--- config.mk ---
export PLATFORM = sky130hd
export DESIGN_NAME = lsu_mem_stage
export DESIGN_NICKNAME = d
export VERILOG_FILES = /design/src/rtl/lsu_mem_stage.sv
export SDC_FILE = /design/constraint.sdc
export NUM_CORES = 1
export LEC_CHECK = 0
export BUFFER_PORTS_ARGS = -buffer_cell sky130_fd_sc_hd__buf_4
export CORE_ASPECT_RATIO = 1.5
export CORE_UTILIZATION = 30
export CTS_CLUSTER_DIAMETER = 40
export CTS_CLUSTER_SIZE = 10
export DETAILED_ROUTE_END_ITERATION = 12
export HOLD_SLACK_MARGIN = 0.06
export PLACE_DENSITY = 0.51
export SYNTH_ARGS = -nofsm -noshare
export SYNTH_HDL_FRONTEND = slang
export SYNTH_SLANG_ARGS = --single-unit
--- constraint.sdc ---
create_clock -name clk -period 1.9 [get_ports clk]
set_input_delay 0.38 -clock clk [delete_from_list [all_inputs] [get_ports clk]]
set_output_delay 0.38 -clock clk [all_outputs]
set_load 0.005 [all_outputs]
--- src/rtl/lsu_mem_stage.sv ---
// lsu_mem_stage
//   Load/store unit sitting after the core's execute stage. A load or store
//   is latched in IDLE, issued on a valid/ready data-memory bus, and its
//   result is presented on busw in DONE. Non-memory instructions pass
//   alu_result straight through to busw. Stall is asserted while an access
//   is in flight so the core holds its PC and instruction registers.
//
// Ports
//   clk, rst             clock, synchronous active-high reset
//   alu_result           effective address / non-memory write-back value
//   wdata                store data (rs2)
//   memop                funct3: 000 B, 001 H, 010 W, 100 BU, 101 HU
//   memwr, memtoreg      store / load instruction (both set = store)
//   busw                 register write-back data
//   stall                core must hold state this cycle
//   misalign_err         one-cycle pulse on a misaligned access
//   mem_req_valid/ready  request handshake
//   mem_addr             word-aligned address
//   mem_wen              1 = write
//   mem_wdata            store data shifted to its byte lane
//   mem_wstrb            byte enables
//   mem_rsp_valid        read data / write ack valid
//   mem_rdata            full read word
module lsu_mem_stage #(
  parameter int AW = 32,
  parameter int DW = 32
) (
  input  logic          clk,
  input  logic          rst,
  input  logic [AW-1:0] alu_result,
  input  logic [DW-1:0] wdata,
  input  logic [2:0]    memop,
  input  logic          memwr,
  input  logic          memtoreg,
  output logic [DW-1:0] busw,
  output logic          stall,
  output logic          misalign_err,
  output logic          mem_req_valid,
  input  logic          mem_req_ready,
  output logic [AW-1:0] mem_addr,
  output logic          mem_wen,
  output logic [DW-1:0] mem_wdata,
  output logic [3:0]    mem_wstrb,
  input  logic          mem_rsp_valid,
  input  logic [DW-1:0] mem_rdata
);

  typedef enum logic [1:0] {
    S_IDLE = 2'b00,
    S_REQ  = 2'b01,
    S_WAIT = 2'b10,
    S_DONE = 2'b11
  } state_t;

  state_t        state_q, state_d;
  logic [AW-1:0] addr_q, addr_d;
  logic [DW-1:0] wdata_q, wdata_d;
  logic [2:0]    memop_q, memop_d;
  logic          wr_q, wr_d;
  logic [DW-1:0] rdata_q, rdata_d;

  logic          op_s;
  logic          misalign_s;

  // Select and sign/zero-extend the addressed byte/half from a full read word.
  function automatic logic [31:0] load_extract(input logic [2:0] op,
                                               input logic [1:0] a,
                                               input logic [31:0] rd);
    logic [7:0]  b;
    logic [15:0] h;
    logic [31:0] r;
    b = rd[{a, 3'b000} +: 8];
    h = a[1] ? rd[31:16] : rd[15:0];
    case (op[1:0])
      2'b00:   r = op[2] ? {24'h000000, b} : {{24{b[7]}}, b};
      2'b01:   r = op[2] ? {16'h0000, h} : {{16{h[15]}}, h};
      default: r = rd;
    endcase
    return r;
  endfunction

  // Byte enables for a store of the given size at byte offset a.
  function automatic logic [3:0] store_strb(input logic [2:0] op,
                                            input logic [1:0] a);
    logic [3:0] s;
    case (op[1:0])
      2'b00:   s = 4'b0001 << a;
      2'b01:   s = 4'b0011 << a;
      default: s = 4'b1111;
    endcase
    return s;
  endfunction

  // Decode the incoming instruction: memory op present and alignment check.
  always_comb begin
    op_s       = memwr | memtoreg;
    misalign_s = 1'b0;
    case (memop[1:0])
      2'b00:   misalign_s = 1'b0;
      2'b01:   misalign_s = alu_result[0];
      default: misalign_s = (alu_result[1:0] != 2'b00);
    endcase
  end

  // Next-state, latch updates, stall and write-back data.
  always_comb begin
    state_d      = state_q;
    addr_d       = addr_q;
    wdata_d      = wdata_q;
    memop_d      = memop_q;
    wr_d         = wr_q;
    rdata_d      = rdata_q;
    stall        = 1'b0;
    misalign_err = 1'b0;
    busw         = {DW{1'b0}};
    case (state_q)
      S_IDLE: begin
        if (op_s) begin
          if (misalign_s) begin
            // No bus transaction; loads write back zero.
            misalign_err = 1'b1;
            state_d      = S_IDLE;
          end else begin
            addr_d  = alu_result;
            wdata_d = wdata;
            memop_d = memop;
            wr_d    = memwr;
            stall   = 1'b1;
            state_d = S_REQ;
          end
        end else begin
          busw    = alu_result;
          state_d = S_IDLE;
        end
      end
      S_REQ: begin
        stall = 1'b1;
        if (mem_req_ready) begin
          if (mem_rsp_valid) begin
            rdata_d = load_extract(memop_q, addr_q[1:0], mem_rdata);
            state_d = S_DONE;
          end else begin
            state_d = S_WAIT;
          end
        end else begin
          state_d = S_REQ;
        end
      end
      S_WAIT: begin
        stall = 1'b1;
        if (mem_rsp_valid) begin
          rdata_d = load_extract(memop_q, addr_q[1:0], mem_rdata);
          state_d = S_DONE;
        end else begin
          state_d = S_WAIT;
        end
      end
      S_DONE: begin
        // Core inputs are not trusted here; the latched address stands in
        // for alu_result on stores.
        busw    = wr_q ? addr_q : rdata_q;
        state_d = S_IDLE;
      end
      default: begin
        state_d = S_IDLE;
      end
    endcase
  end

  // Bus outputs come only from registered state, so they are stable in REQ.
  always_comb begin
    mem_req_valid = (state_q == S_REQ);
    mem_addr      = {addr_q[AW-1:2], 2'b00};
    mem_wen       = (state_q == S_REQ) & wr_q;
    mem_wdata     = wdata_q << {addr_q[1:0], 3'b000};
    if ((state_q == S_REQ) && wr_q) begin
      mem_wstrb = store_strb(memop_q, addr_q[1:0]);
    end else begin
      mem_wstrb = 4'b0000;
    end
  end

  // State and latched-operand registers.
  always_ff @(posedge clk) begin
    if (rst) begin
      state_q <= S_IDLE;
      addr_q  <= {AW{1'b0}};
      wdata_q <= {DW{1'b0}};
      memop_q <= 3'b000;
      wr_q    <= 1'b0;
      rdata_q <= {DW{1'b0}};
    end else begin
      state_q <= state_d;
      addr_q  <= addr_d;
      wdata_q <= wdata_d;
      memop_q <= memop_d;
      wr_q    <= wr_d;
      rdata_q <= rdata_d;
    end
  end

endmodule

# --- Word-level counts from Yosys, hierarchy flattened ---
# Cells that the tools add are included.
word_totals:
  register_bits: 102
  latchBits: 0
  mem_bits_rw: 0
  mem_bits_ro: 0
  inputBits: 105
  elab_cells: 52
  n_memories: 0
classes:
  addsub: 0
  multipliers: 0
  n_div: 0
  order_cmp: 0
  n_eq_ne: 6
  shifts: 4
  mux: 24
  bitwise_logic: 3
  reduce_logical: 9
op_table:
  columns: ["op", "n"]
  rows:
  - ["32-bit 2-to-1 mux", 6]
  - ["32-bit case mux with 2 select lines", 3]
  - ["32-bit by 6-bit indexed part select with 8-bit output", 1]
  - ["32-bit by 5-bit left shift with 32-bit output", 1]
  - ["16-bit 2-to-1 mux", 1]
  - ["2-bit case mux with 4 select lines", 1]
  - ["4-bit case mux with 2 select lines", 1]
  - ["1-bit 2-to-1 mux", 7]
  - ["2-bit by 1-bit == test with 1-bit output, second input constant", 3]
  - ["2-bit logical NOT", 3]
  - ["2-bit == test, second input constant", 2]
  - ["2-bit 2-to-1 mux", 2]
  - ["4-bit 2-to-1 mux", 1]
  - ["1-bit case mux with 2 select lines", 2]
  - ["2-bit nonzero test", 2]
  - ["1-bit by 2-bit left shift with 4-bit output, first input constant", 1]
  - ["2-bit by 2-bit left shift with 4-bit output, first input constant", 1]
  - ["3-bit AND reduction", 1]
  - ["2-bit by 1-bit != test with 1-bit output, second input constant", 1]
  - ["2-bit AND reduction", 1]
  - ["2-bit OR reduction", 1]
  - ["1-bit bitwise AND", 1]
  - ["1-bit logical AND", 1]
  - ["1-bit NOT", 1]
  - ["1-bit OR", 1]

# --- Logic depth before layout (Yosys ltp) ---
logic_depth:
  ltp_word: 6
  depth_mapped: 9
  depth_no_buf: 6

# --- Worst setup path before layout ---
# Ideal clock, no wire load.
synth_timing:
  path_kind: "reg2out"
  start: "reg state_q[0]"
  end: "out busw[11]"
  arrival_time_ns: 1.364
  slack_ns: 0.156
  path_stages_with_launch: 7
  path_buffers: 1
  path_cell_list: "dfxtp_1 > inv_1 > ha_1 > nor3b_2 > clkbuf_1 > a22oi_1 > nor2_1"
synth_between:
  elab_chain_len: 2
synth_rtl:
  columns: ["element", "line", "rtl"]
  rows:
  - ["from (decl)", "55", "state_t state_q, state_d;"]
  - ["from (signal assigned)", "193", "state_q <= state_d;"]
  - ["2-bit == test or 2-bit logical NOT (tied branches)", "116", "case (state_q)"]
  - ["32-bit case mux with 2 select lines (*)", "116", null]
  - ["to (decl)", "35", "output logic [DW-1:0] busw,"]
# Mark *: on every way between the ends. The rest lies on a longest branch, timed or not.

==> results.ini <==
[placed_design]
gp_congestion = 0.809
dp_cells = 1155
portBuffers = 206
hpwlAfterDp_um = 15900

[setup_path]
crit_type = reg2out
cp.arrival_ns = 1.72
endpoint_kind = primary output
slowest_delay_ns = 0.33
r2r_cells = 9
crit_required_ns = 1.52
cp_num_buf_inv = 4
cp_top_family = buffers and inverters
cp_slowest_cell = dfxtp_2
r2r_start = state_q[0]$_SDFF_PP0_
cp_max_fo = 8
start_kind = flip-flop
reg2reg_slack_ns = 0.09
crit_chain = inv_2, ha_4, nor3b_4, buf_6, buf_12, a22oi_1, nor2_1, buf_4
regToRegEndpoint = rdata_q[26]$_SDFFE_PP0P_

[run_status]
violations = negative setup slack
status = finished with violations

[synthesis]
ys_seq_area_frac = 0.344
synth_flop_cell = dfxtp_1
yosysTopAreaCell = dfxtp_1
synthDominantCellAreaShare = 0.344
syn_inst = 762
synth_edf_count = 0
synth_warnings = 0
syn_avg_cell_area_sq_um = 7.78
synth_area_leaders = dfxtp_1 34%, nand2_1 11%, a21oi_1 6.8%
post-synth-top-count-cell = nand2_1
synth_async_sr_flop_share = 0
synthTopCellsByCount = 174 x nand2_1, 102 x dfxtp_1, 82 x nor2_1
netlist_area_sq_um = 5930
synth_cell_types = 39
synth-seq-cells = 102

[finish]
fin_nets = 1042
seqCellArea_sq_um = 2050
drive_gt1_frac = 0.412
area_growth_pct = 44.2
multi_input_area_sq_um = 3610
fillers = 2048
fin_cells = 1194

[sta]
hold_viol = 0
finalCritPeriodShare = 1.11
fin_crit_ns = 2.10
final.setup_skew_ns = 0.00881
rsz0062_at_grt = yes
final-max-slew-violation-count = 0
fin_ws_ns = -0.204
whs_ns = 0.268
fmax_mhz = 475
setup_viol = 35

[min_path]
hp-start = wdata[27]
hold_end = wdata_q[27]$_SDFFE_PP0P_
hold_class = in2reg
min_path_cells = 3

[die]
core_area_sq_um = 19200
die_area_sq_um = 20300
fp-row-count = 62
start_util = 0.308
die_y_um = 174
pin_count = 209
die_width_um = 117

[global_route]
grt_start_max_net_pins = 54
grt_pass1_vias = 5886
grt-ovfl-total = 0
grt_first_pass_wirelength_um = 33100
gr-usage-all-layers = 0.218
antenna_found_initial = 1

[routing]
vias_per_cell = 4.96
wl_per_cell_um = 18.7
drt_iter0_markers = 205
drtAntennaViolNets = 0
drc = 0
num_vias = 5922
totalWireLength_um = 22400
firstDrtPassIters = 4

[clocking]
clk_latency_ns = 0.35
cts_tree = yes
clock-sinks = 102
cts_buffers = 9
hold_buffers = 0
path_clk_slew_ns = 0.07
clk_path_buf_depth = 2
clockRootBuffer = clkbuf_16
h-tree-depth = 3

[power]
vdd_drop_max_mv = 0.413
power_leakage_uw = 0.00347
p_per_area_nw_per_um2 = 677

[job]
maxCapViolCount = 0

worst max path at each step:
stage	slack, ns	depth (start not counted)	endpoint	from
floorplan	0.16	6	busw[11]	state_q[0]$_SDFF_PP0_
global placement	0.07	7	stall	state_q[0]$_SDFF_PP0_
detailed placement	0.05	7	stall	state_q[0]$_SDFF_PP0_
CTS	-0.21	8	busw[1]	flip-flop
global route	-0.31	8	busw[10]	flip-flop
finish	-0.20	8	busw[9]	flip-flop
layer usage:
metal / vias to the layer above / routed length, um / GRT usage
met3: 28 / 1430 / 0.0635
met4: 0 / 599 / 0.0807
met2: 181 / 11800 / 0.386
met5: - / 0 / 0
met1: 2784 / 8540 / 0.239
li1: 2929 / - / -
registers in the layout, summed over array words and instances, names as in the netlist, named ones only:
signal / cells
wr_q: 1
state_q: 1
addr_q: 32
wdata_q: 32
rdata_q: 32
memop_q: 3
area by class of cell:
class | count | area share
Inverter | 7 | 0.00337
Clock inverter | 4 | 0.00351
Tap cell | 256 | 0.0375
Sequential cell | 102 | 0.240
Multi-Input combinational cell | 556 | 0.423
Clock buffer | 11 | 0.0296
Antenna cell | 1 | 0.000293
Timing Repair Buffer | 257 | 0.263
worst reg2reg max path, stage by stage, from the launching register on:
cell	delay, ns
dfxtp_2	0.35
inv_4	0.04
buf_4	0.13
buf_4	0.12
ha_1	0.20
mux2_4	0.31
and2_4	0.19
buf_4	0.17
nor2_1	0.11
a211oi_1	0.06
through the flow:
step	TNS [ns]	worst slack, ns	total power [uW]	utilization	area, sq um
3_3_place_gp	0	0.0694	3810	0.394	7580
5_1_grt	-9.52	-0.307	6090	0.444	8550
4_1_cts	-6.47	-0.209	5750	0.424	8160
2_1_floorplan	0	0.156	3170	-	5930
6_report	-6.15	-0.204	5790	0.444	8550
3_5_place_dp	0	0.0453	3820	0.394	7580
cell families after synthesis:
family	Yosys count	synth area share
other	1	0.000632
AOI/OAI and AO/OA	202	0.231
adders and majority gates	4	0.00844
buffers and inverters	106	0.105
DFF	102	0.344
muxes	59	0.114
and+or+nand+nor	288	0.197
repair_timing:
action | in CTS | in global routing
resized for setup | 41 | 64
cloned | 3 | 4
buffers inserted | 8 | 8
setup endpoints to repair | 60 | 62
pin swaps | 14 | 26
cells in the final DEF (no fill, tap or decap), drive strengths merged, types with 2 or more instances in the layout:
cell      n
nand3     6
nand2   176
a221oi    8
mux2     33
a22o     10
nor2b    10
a211oi   40
mux4      3
ha        4
dfxtp   102
a21o      7
o21ai    13
clkbuf   14
mux2i    23
nor2     83
a21oi    81
and2     10
a22oi    39
buf     253
conb      2
inv       9
report_power, final:
group	total [uW]	switching (uW)	internal (uW)
Clock	1810	850	962
Combinational	1590	775	816
Sequential	2390	123	2270
Power figures use the tool's default switching activity.
